==> config.mk <==
export PLATFORM = sky130hd
export DESIGN_NAME = clock_div_gen
export DESIGN_NICKNAME = d
export VERILOG_FILES = /design/src/rtl/clock_div_gen.sv
export SDC_FILE = /design/constraint.sdc
export NUM_CORES = 1
export LEC_CHECK = 0
export CAP_MARGIN = 20
export CORE_AREA = 3 3 258 184
export DETAILED_ROUTE_END_ITERATION = 16
export DIE_AREA = 0 0 261 187
export PLACE_DENSITY = 0.6
export SETUP_SLACK_MARGIN = 0.4
export SLEW_MARGIN = 20
export SYNTH_ARGS = -nofsm -noshare
export SYNTH_HDL_FRONTEND = slang
export SYNTH_SLANG_ARGS = --single-unit
==> constraint.sdc <==
create_clock -name clk -period 5.37 [get_ports clk]
set_input_delay 1.3425 -clock clk [delete_from_list [all_inputs] [get_ports clk]]
set_output_delay 1.3425 -clock clk [all_outputs]
set_load 0.05 [all_outputs]
==> src/rtl/clock_div_gen.sv <==
// clock_div_gen: NUM_CH independent programmable clock dividers driven from one
// fabric clock. Each channel produces a registered divided-clock level and a
// one-cycle tick at the start of every period. Period and high time can be
// reprogrammed at runtime; running channels stage the new values in a shadow
// register and switch over on a period boundary, so outputs never glitch.
//
// Config handshake: a write transfers on a rising edge where cfg_valid and
// cfg_ready are both high. cfg_ready is combinational from cfg_chan and the
// pending bits; it drops only while the addressed channel still holds an
// unapplied shadow. Writes to channel numbers >= NUM_CH transfer and are dropped.
module clock_div_gen #(
  parameter int NUM_CH     = 4,
  parameter int DIV_W      = 16,
  parameter int CH_W       = (NUM_CH > 1) ? $clog2(NUM_CH) : 1,
  parameter int RST_PERIOD = 2,
  parameter int RST_HIGH   = 1
) (
  input  logic              clk,
  input  logic              rst_n,
  input  logic [NUM_CH-1:0] en,
  input  logic              sync,
  input  logic              cfg_valid,
  output logic              cfg_ready,
  input  logic [CH_W-1:0]   cfg_chan,
  input  logic [DIV_W-1:0]  cfg_period,
  input  logic [DIV_W-1:0]  cfg_high,
  output logic [NUM_CH-1:0] div_clk,
  output logic [NUM_CH-1:0] div_tick,
  output logic [NUM_CH-1:0] cfg_pending
);

  typedef enum logic {
    ST_IDLE = 1'b0,
    ST_RUN  = 1'b1
  } ch_state_e;

  localparam logic [DIV_W-1:0] ONE     = DIV_W'(1);
  localparam logic [DIV_W-1:0] P_RESET = DIV_W'(RST_PERIOD);
  localparam logic [DIV_W-1:0] H_RESET = DIV_W'(RST_HIGH);

  // Per-channel FSM state; kept as a named array so checkers can bind to it.
  ch_state_e        state_q      [NUM_CH];
  ch_state_e        state_d      [NUM_CH];

  logic [DIV_W-1:0] cnt_q        [NUM_CH];
  logic [DIV_W-1:0] cnt_d        [NUM_CH];
  logic [DIV_W-1:0] act_period_q [NUM_CH];
  logic [DIV_W-1:0] act_period_d [NUM_CH];
  logic [DIV_W-1:0] act_high_q   [NUM_CH];
  logic [DIV_W-1:0] act_high_d   [NUM_CH];
  logic [DIV_W-1:0] shd_period_q [NUM_CH];
  logic [DIV_W-1:0] shd_period_d [NUM_CH];
  logic [DIV_W-1:0] shd_high_q   [NUM_CH];
  logic [DIV_W-1:0] shd_high_d   [NUM_CH];

  logic [NUM_CH-1:0] clk_q,  clk_d;
  logic [NUM_CH-1:0] tick_q, tick_d;
  logic [NUM_CH-1:0] pend_q, pend_d;
  logic              rdy_en_q, rdy_en_d;

  logic              sel_pend;
  logic              wr_acc;
  logic [NUM_CH-1:0] wr_hit;

  // Config handshake: ready unless the addressed channel already has a shadow waiting.
  always_comb begin
    sel_pend = 1'b0;
    wr_hit   = '0;
    for (int i = 0; i < NUM_CH; i++) begin
      if (cfg_chan == CH_W'(i)) begin
        sel_pend = pend_q[i];
      end
    end
    cfg_ready = rdy_en_q & ~sel_pend;
    wr_acc    = cfg_valid & cfg_ready;
    for (int i = 0; i < NUM_CH; i++) begin
      wr_hit[i] = wr_acc && (cfg_chan == CH_W'(i));
    end
    rdy_en_d = 1'b1;
  end

  // Next state: a channel runs whenever it is enabled and its effective period is non-zero.
  always_comb begin
    for (int i = 0; i < NUM_CH; i++) begin
      state_d[i] = (en[i] && (act_period_d[i] != '0)) ? ST_RUN : ST_IDLE;
    end
  end

  // Counter, config staging and registered outputs for each channel.
  always_comb begin
    logic             wrap;
    logic [DIV_W-1:0] cnt_inc;
    wrap    = 1'b0;
    cnt_inc = '0;
    for (int i = 0; i < NUM_CH; i++) begin
      act_period_d[i] = act_period_q[i];
      act_high_d[i]   = act_high_q[i];
      shd_period_d[i] = shd_period_q[i];
      shd_high_d[i]   = shd_high_q[i];
      pend_d[i]       = pend_q[i];
      cnt_d[i]        = '0;
      tick_d[i]       = 1'b0;
      clk_d[i]        = 1'b0;
      cnt_inc         = cnt_q[i] + ONE;
      if (state_q[i] == ST_RUN && en[i]) begin
        // A RUN channel that shows cnt=0 without a tick has only just entered RUN,
        // so its first period starts now. sync and the natural wrap share one tick.
        wrap = sync ||
               ((cnt_q[i] == '0) && !tick_q[i]) ||
               (cnt_q[i] >= act_period_q[i] - ONE);
        if (wrap) begin
          if (pend_q[i]) begin
            act_period_d[i] = shd_period_q[i];
            act_high_d[i]   = shd_high_q[i];
            pend_d[i]       = 1'b0;
          end
          if (wr_hit[i]) begin
            shd_period_d[i] = cfg_period;
            shd_high_d[i]   = cfg_high;
            pend_d[i]       = 1'b1;
          end
          if (act_period_d[i] != '0) begin
            tick_d[i] = 1'b1;
            clk_d[i]  = (act_high_d[i] != '0);
          end
        end else begin
          cnt_d[i] = cnt_inc;
          clk_d[i] = (cnt_inc < act_high_q[i]);
          if (wr_hit[i]) begin
            shd_period_d[i] = cfg_period;
            shd_high_d[i]   = cfg_high;
            pend_d[i]       = 1'b1;
          end
        end
      end else begin
        // Idle (or leaving RUN): flush any staged shadow, then take writes directly.
        if (pend_q[i]) begin
          act_period_d[i] = shd_period_q[i];
          act_high_d[i]   = shd_high_q[i];
        end
        pend_d[i] = 1'b0;
        if (wr_hit[i]) begin
          act_period_d[i] = cfg_period;
          act_high_d[i]   = cfg_high;
        end
      end
    end
  end

  // State and datapath registers; reset drops all staged configs.
  always_ff @(posedge clk or negedge rst_n) begin
    if (!rst_n) begin
      for (int i = 0; i < NUM_CH; i++) begin
        state_q[i]      <= ST_IDLE;
        cnt_q[i]        <= '0;
        act_period_q[i] <= P_RESET;
        act_high_q[i]   <= H_RESET;
        shd_period_q[i] <= '0;
        shd_high_q[i]   <= '0;
      end
      clk_q    <= '0;
      tick_q   <= '0;
      pend_q   <= '0;
      rdy_en_q <= 1'b0;
    end else begin
      for (int i = 0; i < NUM_CH; i++) begin
        state_q[i]      <= state_d[i];
        cnt_q[i]        <= cnt_d[i];
        act_period_q[i] <= act_period_d[i];
        act_high_q[i]   <= act_high_d[i];
        shd_period_q[i] <= shd_period_d[i];
        shd_high_q[i]   <= shd_high_d[i];
      end
      clk_q    <= clk_d;
      tick_q   <= tick_d;
      pend_q   <= pend_d;
      rdy_en_q <= rdy_en_d;
    end
  end

  assign div_clk     = clk_q;
  assign div_tick    = tick_q;
  assign cfg_pending = pend_q;

endmodule

==> summary.md <==
| Metric | Value |
|---|---|
| Input/output buffers | `54` |
| Hold/Removal Path Class | `register to register` |
| Fin worst setup slack | `0.6075 ns` |
| Number of placed I/O pins | `55` |
| Die footprint | `48810 um2` |
| Clock-pin slew on the worst setup and hold paths | `0.06 ns` |
| Crit share post-route | `about nine tenths` |
| Worst-margin pin slew | `0.9452 ns` |
| Mean Syn Cell Area | `9.956 um2` |
| Final GP Congestion | `0.8862` |
| WP data required | `4.03 ns` |
| Commonest non-fill, non-tap cell in the layout | `dfrtp_1` |
| Post-route ant nets | `0` |
| Max Fclk | `0.2100 GHz` |
| WS Path Type | `input port to output pin` |
| CP Max Fanout | `5` |
| Fin. max-slew vios | `0` |
| P_leak | `0.009943 uW` |
| Clk buf depth | `3` |
| Iter 0 DRT Violations | `1322` |
| Crit start category | `input port` |
| Grt ovf | `0` |
| Largest net degree at the start of global routing | `108` |
| Status | `finished clean` |
| Pre-CTS worst setup slack | `0.6001 ns` |
| Number of global-route vias before repair | `15565` |
| Synth warn | `0` |
| Post-DR vias/cell | `5.941` |
| Initial antenna violation count | `1` |
| Pwr dens | `337.0 nW/um2` |
| CP arrival | `3.42 ns` |
| Overall routing resource usage | `22.99%` |
| Clock sinks | `between 300 and 400` |
| Most used cell, CP | `clkdlybuf4s50_1` |
| Filler cell count | `4121` |
| Yosys top cell area share | `40.61%` |
| Post-synth EDFFs | `0` |
| Max incr delay on CP | `between 0.8 and 0.9 ns` |
| Core Rows | `65` |
| Netlist Area Pre-Place | `20270 um2` |
| Max cap viols | `0` |
| Max Clock Skew | `approximately 0.015 ns` |
| WL/cell | `20.94 um` |
| FFs w/ async S/R, synth | `100.0%` |
| DRC | `0` |
| Root buffer cell | `clkbuf_16` |
| Die width | `261 um` |
| Yosys top cell by area | `dfrtp_1` |
| Register Area | `~8400 um2` |
| Post-DP HPWL | `39810 um` |
| Die Ht | `187 um` |
| Register area share after synthesis | `41.65%` |
| Setup crit end kind | `output pin` |
| Min Clock Period, post-route | `about 4.8 ns` |
| DR vias | `15933` |
| Layout area overhead | `11.22%` |
| Ys flop type | `dfrtp_1` |
| Crit path max-delay family | `buffers and inverters` |
| Share of cells above drive strength 1 | `12.27%` |
| Nets | `approximately 2200` |
| Area of the multi-input gates | `between 10000 and 15000 um2` |
| Critical-path cell with the highest stage delay | `clkdlybuf4s50_1` |
| CTS buffer count | `36` |
| IR drop worst, VDD | `approximately 0.22 mV` |
| Rel. slew slack | `36.99%` |
| R2r setup slk | `roughly 0.76 ns` |
| Synth top area cells | `dfrtp_1 41%, ha_1 8.4%, mux2_2 7.4%` |
| Syn Nets | `roughly 2200` |
| First-pass GRT wire length | `88900 um` |
| Core box area | `44970 um2` |
| Initial Utilization | `between 40% and 50%` |
| CTS tree | `built` |
| WP buf/inv | `2` |
| Final setup viols | `0` |
| Post-Syn Instances | `2036` |
| Final Hold Fails | `0` |
| RSZ-0062 raised after global routing | `false` |
| Setup TNS | `0 ns` |
| CTS HTree Levels | `2` |
| TritonRoute pass-1 iters | `5` |
| Synth cell types | `64` |
| Worst-skew pair later-pin latency | `roughly 0.53 ns` |
| Post-synthesis register bit count | `337` |
| Total Power | `7598 uW` |
| Commonest non-fill, non-tap cells in the layout | `328 x dfrtp_1, 136 x ha_1, 133 x mux2_2, 124 x nand2_1, 123 x nor2_1` |
| Final Hold Slack | `0.4800 ns` |
| Final core utilization | `between 50% and 60%` |
| Cells along the critical path | `clkdlybuf4s50_1 > mux4_2 > nor2b_1 > clkdlybuf4s50_1` |
| WL final | `56170 um` |
## cells by family after synthesis
kind of cell / count (synthesis) / share of synthesized area (%)
fa+ha+maj: 136 / 8.395
xor+xnor: 111 / 4.796
other cells: 1 / 0.01850
buf+inv: 199 / 4.043
simple gates: 680 / 17.57
mux: 204 / 10.97
compound gates: 368 / 12.56
flops: 337 / 41.65
## where the power goes
group | switching [uW] | leakage, uW | total (uW) | internal [uW]
combinational | 952 | 0.00514 | 1720 | 770
clock | 1040 | 0.000557 | 2470 | 1430
sequential | 422 | 0.00424 | 3400 | 2980
total | 2420 | 0.00994 | 7600 | 5180
## stage by stage
step | std cells | cell area (um2)
floorplan | 2036 | 20270
global placement | 2618 | 21360
detailed placement | 2618 | 21360
CTS | 2679 | 22500
global route | 2681 | 22540
finish | 2682 | 22550
## flip-flops by register name, summed over array words and instances, names as in the netlist, 64 cells and up
register,flops
act_high_q,64
act_period_q,64
cnt_q,64
shd_period_q,64
shd_high_q,64
## cells in the mapped netlist (all sizes together) (19+ instances only)
library cell    n
o22ai          33
xor2           40
o31ai          56
nor4           67
and3           39
inv            98
a22oi          36
mux2          135
and2           60
o211ai         33
o21ai          75
a21o           25
nor2b          33
nand2         124
nor2          128
buf            38
a21oi          57
xnor2          71
mux2i          68
o21a           19
nor3           80
clkbuf         62
ha            136
dfrtp         329
nand4          41
nand3          55
## worst paths after layout
check,start,endpoint,cells after the start
worst max-delay path,cfg_chan[0],cfg_ready,4
worst min-delay path,act_high_q[16],act_high_q[16],2
worst max register to register,act_period_q[35],div_clk[1],15
worst min register to register,act_high_q[16],act_high_q[16],2
max in group asynchronous,rst_n,act_high_q[32],2
min in group asynchronous,rst_n,div_tick[2],1
## tightest hold or removal path: stages, from the launching register on
cell	delay [ns]
dfstp_2	0.37
nand2_1	0.05
o21ai_1	0.05
## layout make-up
type / instances / share of cell area, %
flip-flops and latches: 337 / 37.45
well taps: 603 / 3.346
diodes: 1 / 0.01110
multi-input cells: 1500 / 49.03
clock inverters: 11 / 0.5050
inverters: 99 / 1.648
repair buffers: 81 / 3.463
clock buffers: 50 / 4.545
## timing repair
action,CTS,global route
resized for setup,0,2
setup buffers,0,0
hold buffers,0,0
endpoints found under the setup margin,0,16
## metal layers
layer  GRT usage, %  up-vias  wire length [um]
met2          31.68      476             23040
met1          35.45     7935             27240
met3          5.292       88              4241
met4          6.988        0              1641
li1               -     7434                 -
met5              0        -                 0
No activity file was read; power rests on OpenSTA's default activity.
